$ cat src/rtl/ppg_afe_pkg.sv
// Shared types and constants for the PPG analog-front-end emulator.
//   ch_e       : which photodiode signal the LED enables select
//   state_e    : ADC settle FSM states
//   settings_t : snapshot of every controller input that forces a settle when it changes
//   clip_adc   : saturates the signed gain-stage result to the unsigned 8-bit ADC range
package ppg_afe_pkg;

    typedef enum logic [1:0] {
        CH_DARK = 2'd0,
        CH_RED  = 2'd1,
        CH_IR   = 2'd2
    } ch_e;

    typedef enum logic {
        S_RUN    = 1'b0,
        S_SETTLE = 1'b1
    } state_e;

    localparam int ADC_MID = 128;
    localparam int RAW_W   = 13;
    localparam int V_W     = 14;
    localparam int Y_W     = 19;

    typedef struct packed {
        logic       led_red;
        logic       led_ir;
        logic [3:0] led_drive;
        logic [6:0] dc_comp;
        logic [3:0] pga_gain;
    } settings_t;

    function automatic logic [7:0] clip_adc(input logic signed [Y_W-1:0] y);
        if (y < 0) begin
            return 8'd0;
        end else if (y > $signed(Y_W'(255))) begin
            return 8'd255;
        end
        return y[7:0];
    endfunction

endpackage

$ cat src/rtl/ppg_tri_wave.sv
// Pulse waveform source: a 16-bit phase accumulator that steps by PHASE_INC on
// every conversion tick and folds into an 8-bit triangle.
//   clk   in   system clock
//   rst_n in   synchronous active-low reset (phase back to 0)
//   tick  in   conversion tick, advances the phase
//   tri8  out  triangle value 0..255
module ppg_tri_wave #(
    parameter logic [15:0] PHASE_INC = 16'd66
) (
    input  logic       clk,
    input  logic       rst_n,
    input  logic       tick,
    output logic [7:0] tri8
);

    logic [15:0] acc_q;
    logic [15:0] acc_d;

    always_comb begin
        acc_d = acc_q;
        if (tick) begin
            acc_d = acc_q + PHASE_INC;
        end
    end

    always_ff @(posedge clk) begin
        if (!rst_n) begin
            acc_q <= '0;
        end else begin
            acc_q <= acc_d;
        end
    end

    // Upper half of the phase circle runs the ramp backwards.
    assign tri8 = acc_q[15] ? ~acc_q[14:7] : acc_q[14:7];

endmodule

$ cat src/rtl/ppg_afe_emulator.sv
// Digital stand-in for the PPG analog front end. Turns the controller's LED and
// AFE settings into the 8-bit ADC sample the controller would read back.
//   CLK        in   system clock
//   rst_n      in   synchronous active-low reset
//   LED_RED    in   RED LED enable
//   LED_IR     in   IR LED enable
//   LED_DRIVE  in   LED current code
//   DC_Comp    in   DC compensation code
//   PGA_Gain   in   PGA code, gain = PGA_Gain+1
//   ADC        out  unsigned conversion result, midscale 128
//   ADC_valid  out  high while ADC reflects settled settings (FSM in S_RUN)
//   tri_dbg    out  current pulse waveform value
module ppg_afe_emulator
    import ppg_afe_pkg::*;
#(
    parameter int unsigned SAMPLE_DIV    = 1,
    parameter logic [15:0] PHASE_INC     = 16'd66,
    parameter int unsigned RED_DC        = 80,
    parameter int unsigned RED_AC        = 4,
    parameter int unsigned IR_DC         = 100,
    parameter int unsigned IR_AC         = 6,
    parameter int unsigned DARK_LEVEL    = 0,
    parameter int unsigned DC_STEP       = 8,
    parameter int unsigned SETTLE_CYCLES = 4
) (
    input  logic       CLK,
    input  logic       rst_n,
    input  logic       LED_RED,
    input  logic       LED_IR,
    input  logic [3:0] LED_DRIVE,
    input  logic [6:0] DC_Comp,
    input  logic [3:0] PGA_Gain,
    output logic [7:0] ADC,
    output logic       ADC_valid,
    output logic [7:0] tri_dbg
);

    localparam int DIV_W = (SAMPLE_DIV > 1) ? $clog2(SAMPLE_DIV) : 1;
    localparam int CNT_W = (SETTLE_CYCLES > 0) ? $clog2(SETTLE_CYCLES + 1) : 1;
    localparam logic [CNT_W-1:0] SETTLE_INIT = CNT_W'(SETTLE_CYCLES);

    logic [DIV_W-1:0] div_q, div_d;
    logic             tick;
    settings_t        set_now, set_q;
    logic             change;
    ch_e              ch;
    logic [7:0]       tri8;

    logic [RAW_W-1:0] raw_q, raw_d;
    logic [6:0]       dc_q, dc_d;
    logic [3:0]       pga_q, pga_d;

    logic signed [V_W-1:0] v;
    logic signed [Y_W-1:0] v_ext, gain, y;
    logic [7:0]            adc_calc;

    state_e           state_q, state_d;
    logic [CNT_W-1:0] cnt_q, cnt_d;
    logic [7:0]       adc_q, adc_d;

    // Conversion tick divider.
    assign tick = (div_q == DIV_W'(SAMPLE_DIV - 1));

    always_comb begin
        div_d = div_q + DIV_W'(1);
        if (tick) begin
            div_d = '0;
        end
    end

    ppg_tri_wave #(
        .PHASE_INC (PHASE_INC)
    ) u_tri (
        .clk   (CLK),
        .rst_n (rst_n),
        .tick  (tick),
        .tri8  (tri8)
    );

    // A change is the live inputs differing from last cycle's registered snapshot.
    assign set_now = {LED_RED, LED_IR, LED_DRIVE, DC_Comp, PGA_Gain};
    assign change  = (set_now != set_q);

    always_comb begin
        ch = CH_DARK;
        if (LED_RED && !LED_IR) begin
            ch = CH_RED;
        end else if (LED_IR && !LED_RED) begin
            ch = CH_IR;
        end
    end

    // Stage 1: photocurrent. DC_Comp and PGA_Gain travel with the raw value so
    // stage 2 always combines settings from the same tick.
    always_comb begin
        raw_d = raw_q;
        dc_d  = dc_q;
        pga_d = pga_q;
        if (tick) begin
            unique case (ch)
                CH_RED:  raw_d = RAW_W'(LED_DRIVE) * RAW_W'(RED_DC)
                               + ((RAW_W'(RED_AC) * RAW_W'(tri8)) >> 4);
                CH_IR:   raw_d = RAW_W'(LED_DRIVE) * RAW_W'(IR_DC)
                               + ((RAW_W'(IR_AC) * RAW_W'(tri8)) >> 4);
                default: raw_d = RAW_W'(DARK_LEVEL);
            endcase
            dc_d  = DC_Comp;
            pga_d = PGA_Gain;
        end
    end

    // Stage 2: DC subtraction, gain around midscale, clip.
    always_comb begin
        v        = $signed(V_W'(raw_q)) - $signed(V_W'(dc_q) * V_W'(DC_STEP));
        v_ext    = {{(Y_W - V_W){v[V_W-1]}}, v};
        gain     = $signed(Y_W'(pga_q) + Y_W'(1));
        y        = $signed(Y_W'(ADC_MID)) + v_ext * gain;
        adc_calc = clip_adc(y);
    end

    // Settle FSM. A setting change always wins over a tick. The tick that ends
    // SETTLE also loads ADC, so the first valid sample already uses the new
    // settings (the pipeline refills well inside the settle window).
    always_comb begin
        state_d = state_q;
        cnt_d   = cnt_q;
        adc_d   = adc_q;
        if (change) begin
            state_d = S_SETTLE;
            cnt_d   = SETTLE_INIT;
        end else if (tick) begin
            unique case (state_q)
                S_RUN: begin
                    adc_d = adc_calc;
                end
                S_SETTLE: begin
                    if (cnt_q <= CNT_W'(1)) begin
                        state_d = S_RUN;
                        cnt_d   = '0;
                        adc_d   = adc_calc;
                    end else begin
                        cnt_d = cnt_q - CNT_W'(1);
                    end
                end
                default: begin
                    state_d = S_SETTLE;
                    cnt_d   = SETTLE_INIT;
                end
            endcase
        end
    end

    always_ff @(posedge CLK) begin
        if (!rst_n) begin
            div_q   <= '0;
            set_q   <= '0;
            raw_q   <= '0;
            dc_q    <= '0;
            pga_q   <= '0;
            state_q <= S_SETTLE;
            cnt_q   <= SETTLE_INIT;
            adc_q   <= 8'(ADC_MID);
        end else begin
            div_q   <= div_d;
            set_q   <= set_now;
            raw_q   <= raw_d;
            dc_q    <= dc_d;
            pga_q   <= pga_d;
            state_q <= state_d;
            cnt_q   <= cnt_d;
            adc_q   <= adc_d;
        end
    end

    assign ADC       = adc_q;
    assign ADC_valid = (state_q == S_RUN);
    assign tri_dbg   = tri8;

endmodule

$ cat config.mk
export PLATFORM = sky130hd
export DESIGN_NAME = ppg_afe_emulator
export DESIGN_NICKNAME = d
export VERILOG_FILES = /design/src/rtl/ppg_afe_pkg.sv /design/src/rtl/ppg_tri_wave.sv /design/src/rtl/ppg_afe_emulator.sv
export SDC_FILE = /design/constraint.sdc
export NUM_CORES = 1
export LEC_CHECK = 0
export BUFFER_PORTS_ARGS = -buffer_cell sky130_fd_sc_hd__clkbuf_2
export CAP_MARGIN = 5
export CORE_MARGIN = 1
export CORE_UTILIZATION = 60
export CTS_CLUSTER_DIAMETER = 120
export DETAILED_ROUTE_END_ITERATION = 10
export PLACE_DENSITY = 0.76
export SYNTH_ARGS = -nofsm -noshare
export SYNTH_HDL_FRONTEND = slang
export SYNTH_SLANG_ARGS = --single-unit
$ cat constraint.sdc
create_clock -name CLK -period 9.9 [get_ports CLK]
set_input_delay 0.495 -clock CLK [delete_from_list [all_inputs] [get_ports CLK]]
set_output_delay 0.495 -clock CLK [all_outputs]
set_load 0.1 [all_outputs]
==> impl_metrics.yaml <==
synth:
  number_of_enable_type_register_cells_in_the_synthesized_netlist: 0
  number_of_register_bits_inferred_by_synthesis: 68
  syn_avg_cell_area_um2: 8.89
  netlist_area_um2: 6870
  synth_largest_type_area_fraction: 0.198
  synthDominantAreaCellType: "dfxtp_1"
  yosysWarningCount: 0
  yosys-top-cells-area: "dfxtp_1 20%, ha_1 15%, fa_1 14%"
  syn_nets: 925
  synthArstFlopShare: 0
  distinct_cells_synth: 70
  synth_top_flop_cell: "dfxtp_1"
  syn_inst: 773
  synth_seq_area_share: 0.198
critical_path:
  endpoint_required_time_on_the_critical_path_ns: 10.09
  worst_path_most_repeated_cell: "fa_1"
  setup_crit_end_kind: "register"
  worstPathArrival_ns: 6.82
  regToRegSetupSlack_ns: 3.27
  timing_worst_setup_path_type: "reg -> reg"
  critical_path.max_stage_delay_ns: 0.62
  crit_path_cell_trace: "inv_1 > ha_1 > fa_1 > nor2b_1 > o21ai_0 > a21oi_1 > o21a_1 > o21ai_0 > a221oi_1 > nor2_1 > fa_1 > fa_1 > fa_1 > ha_1 > ha_1 > a21oi_1 > o21ai_0 > o22ai_1 > nand4_1 > a2111o_1 > a2111oi_4 > a31oi_1"
  crit_path_top_delay_cell: "a221oi_1"
  cp-start-kind: "register"
  critical_path_peak_fanout: 8
clock_network:
  htreeDepth: 3
  clock_tree.root_cell: "clkbuf_16"
  tritoncts_sink_count: 68
  clk_pin_slew_worst_paths_ns: 0.06
  tritoncts: "done"
  cts_made_buffers: 9
  worstSkewPairLatency_ns: 0.33
  clock_path_buffers: 2
  postCtsSetupBuffers: 0
  cts_repair_resize_count: 0
  cts_hold_repair.buffers: 0
power_and_ir_drop:
  worst_supply_voltage_drop_on_vdd_mv: 0.178
  p_total_w: 0.00148
  cellLeakagePower_nw: 3.46
  power_density_nw_per_um2: 199
detailed_routing:
  detail_route.vias_per_cell: 5.69
  number_of_remaining_drc_errors: 0
  drt_first_iter_violations: 288
  dr_pass1_iterations: 4
  route.vias.total: 5376
  route.detailed.wl_per_inst_um: 15.6
  finalWirelength_mm: 14.7
  drtAntennaViolNets: 0
sta:
  worst-slew-pin-transition_ns: 1.16
  final_min_period_over_clock_period: 0.669
  maxSlewViolCount: 0
  fin_worst_skew_ns: 0.00530
  max_freq_ghz: 0.151
  min_tclk_post_route_ns: 6.63
  max-slew-margin-rel: 0.223
  timing.final.setup_violations: 0
  timing.hold.ws_ns: 0.433
  fin_setup_tns_ns: 0
  hold_viol: 0
  rsz0062_at_grt: "no"
global_routing:
  number_of_antenna_violations_at_the_first_check_in_global_routing: 0
  grt_first_pass_wirelength_mm: 25.1
  groute.usage.overall: 0.271
  grt_start_max_net_pins: 61
  grt_remaining_overflow: 0
  grt_pass1_vias: 5482
layout:
  layout.core_utilization: 0.677
  finish.net_count: 952
  leading_cell_types_in_the_layout_fill_and_taps_excluded: "85 x inv_1, 85 x ha_1, 69 x nor2_1, 68 x dfxtp_1, 48 x fa_1"
  stdcell_area_um2: 7440
  syn2layout_area_growth_pct: 8.23
  post_route_cells_drive_above_1_share: 0.0944
  antennaDiodeCount: 0
die:
  dieWidth_um: 109
  boundaryPins: 36
  die_area_um2: 11900
  floorplan.rows: 38
  die_h_um: 109
  core_um2: 11000
  initial_utilization: 0.626
worst_hold_path:
  hold_path_class: "in -> reg"
placement:
  placed_cell_area_um2: 7140
  io_buffer_count: 35
  dp.final_hpwl_mm: 11.7
  globalplace.congestion: 0.862
job:
  max_cap_viol_count: 0
status:
  run_status: "finished clean"
[cell usage after synthesis, drive strengths merged (3+ instances only)]
cell type and n:
or3 3, xnor2 34, or2 8, dfxtp 68, a211oi 5, nand2 25
a21o 6, o21ai 23, inv 85, a22oi 12, fa 48, nor3 13
a211o 3, a31oi 7, xor2 43, and3 4, nand2b 15, a21oi 23
nand4 4, and2 38, o22ai 4, clkbuf 13, buf 7, a2bb2oi 7
a2111oi 3, a32oi 3, nor4 5, o21a 10, nand3 15, nor2 70
ha 85, mux2i 14, nor2b 33, a21boi 5, o21bai 3
[cells by family after synthesis]
| family | synth area share |
|---|---|
| compound gates | 0.143 |
| xor+xnor | 0.100 |
| fa+ha+maj | 0.295 |
| buf+inv | 0.0594 |
| flops | 0.198 |
| mux | 0.0204 |
| other cells | 0.000546 |
| simple gates | 0.184 |
[flip-flops by register name (all words and copies together) (netlist names)]
| signal | count |
|---|---|
| cnt_q | 3 |
| div_q | 1 |
| raw_q | 12 |
| set_q | 17 |
| u_tri.acc_q | 15 |
| ADC | 8 |
| pga_q | 4 |
| dc_q | 7 |
| state_q | 1 |
[per-layer routing]
metal  track usage  share of wire  vias to the layer above
li1              -              -                     2666
met4        0.0859          0.020                        0
met5             0              0                        -
met2         0.495           0.51                      103
met3        0.0448          0.029                       24
met1         0.320           0.44                     2583
[final timing paths]
kind	startpoint	cells after the start	to
hold reg to reg	cnt_q[2]	1	cnt_q[2]
hold / removal	DC_Comp[1]	2	set_q[5]
setup reg to reg	raw_q[3]	22	ADC[2]
setup / recovery	raw_q[3]	22	ADC[2]
[power by group]
group | internal [W] | switching (W)
combinational | 0.000360 | 0.000517
sequential | 0.000283 | 0.00000800
clock | 0.000195 | 0.000121
total | 0.000838 | 0.000645
[stage by stage]
step / std cells / setup slack [ns]
2_1_floorplan: 773 / 3.99
3_3_place_gp: 929 / 3.56
3_5_place_dp: 929 / 3.34
4_1_cts: 945 / 3.32
5_1_grt: 945 / 2.87
6_report: 945 / 3.27
[final cells by class]
| cell class | instances | area (um^2) |
|---|---|---|
| fill | 926 | 3550 |
| multi-input combinational | 599 | 5100 |
| inverter | 86 | 323 |
| clock inverter | 6 | 63.8 |
| tap | 140 | 175 |
| clock buffer | 10 | 229 |
| sequential | 68 | 1360 |
| timing repair buffer | 36 | 183 |
[worst max-delay path, delay by kind of cell (launching register included)]
kind / cells / cell delay, ns
AOI/OAI and AO/OA: 11 / 2.94
adders and majority gates: 7 / 2.80
and+or+nand+nor: 3 / 0.37
DFF: 1 / 0.33
buffers and inverters: 1 / 0.05
Power figures use the tool's default switching activity.
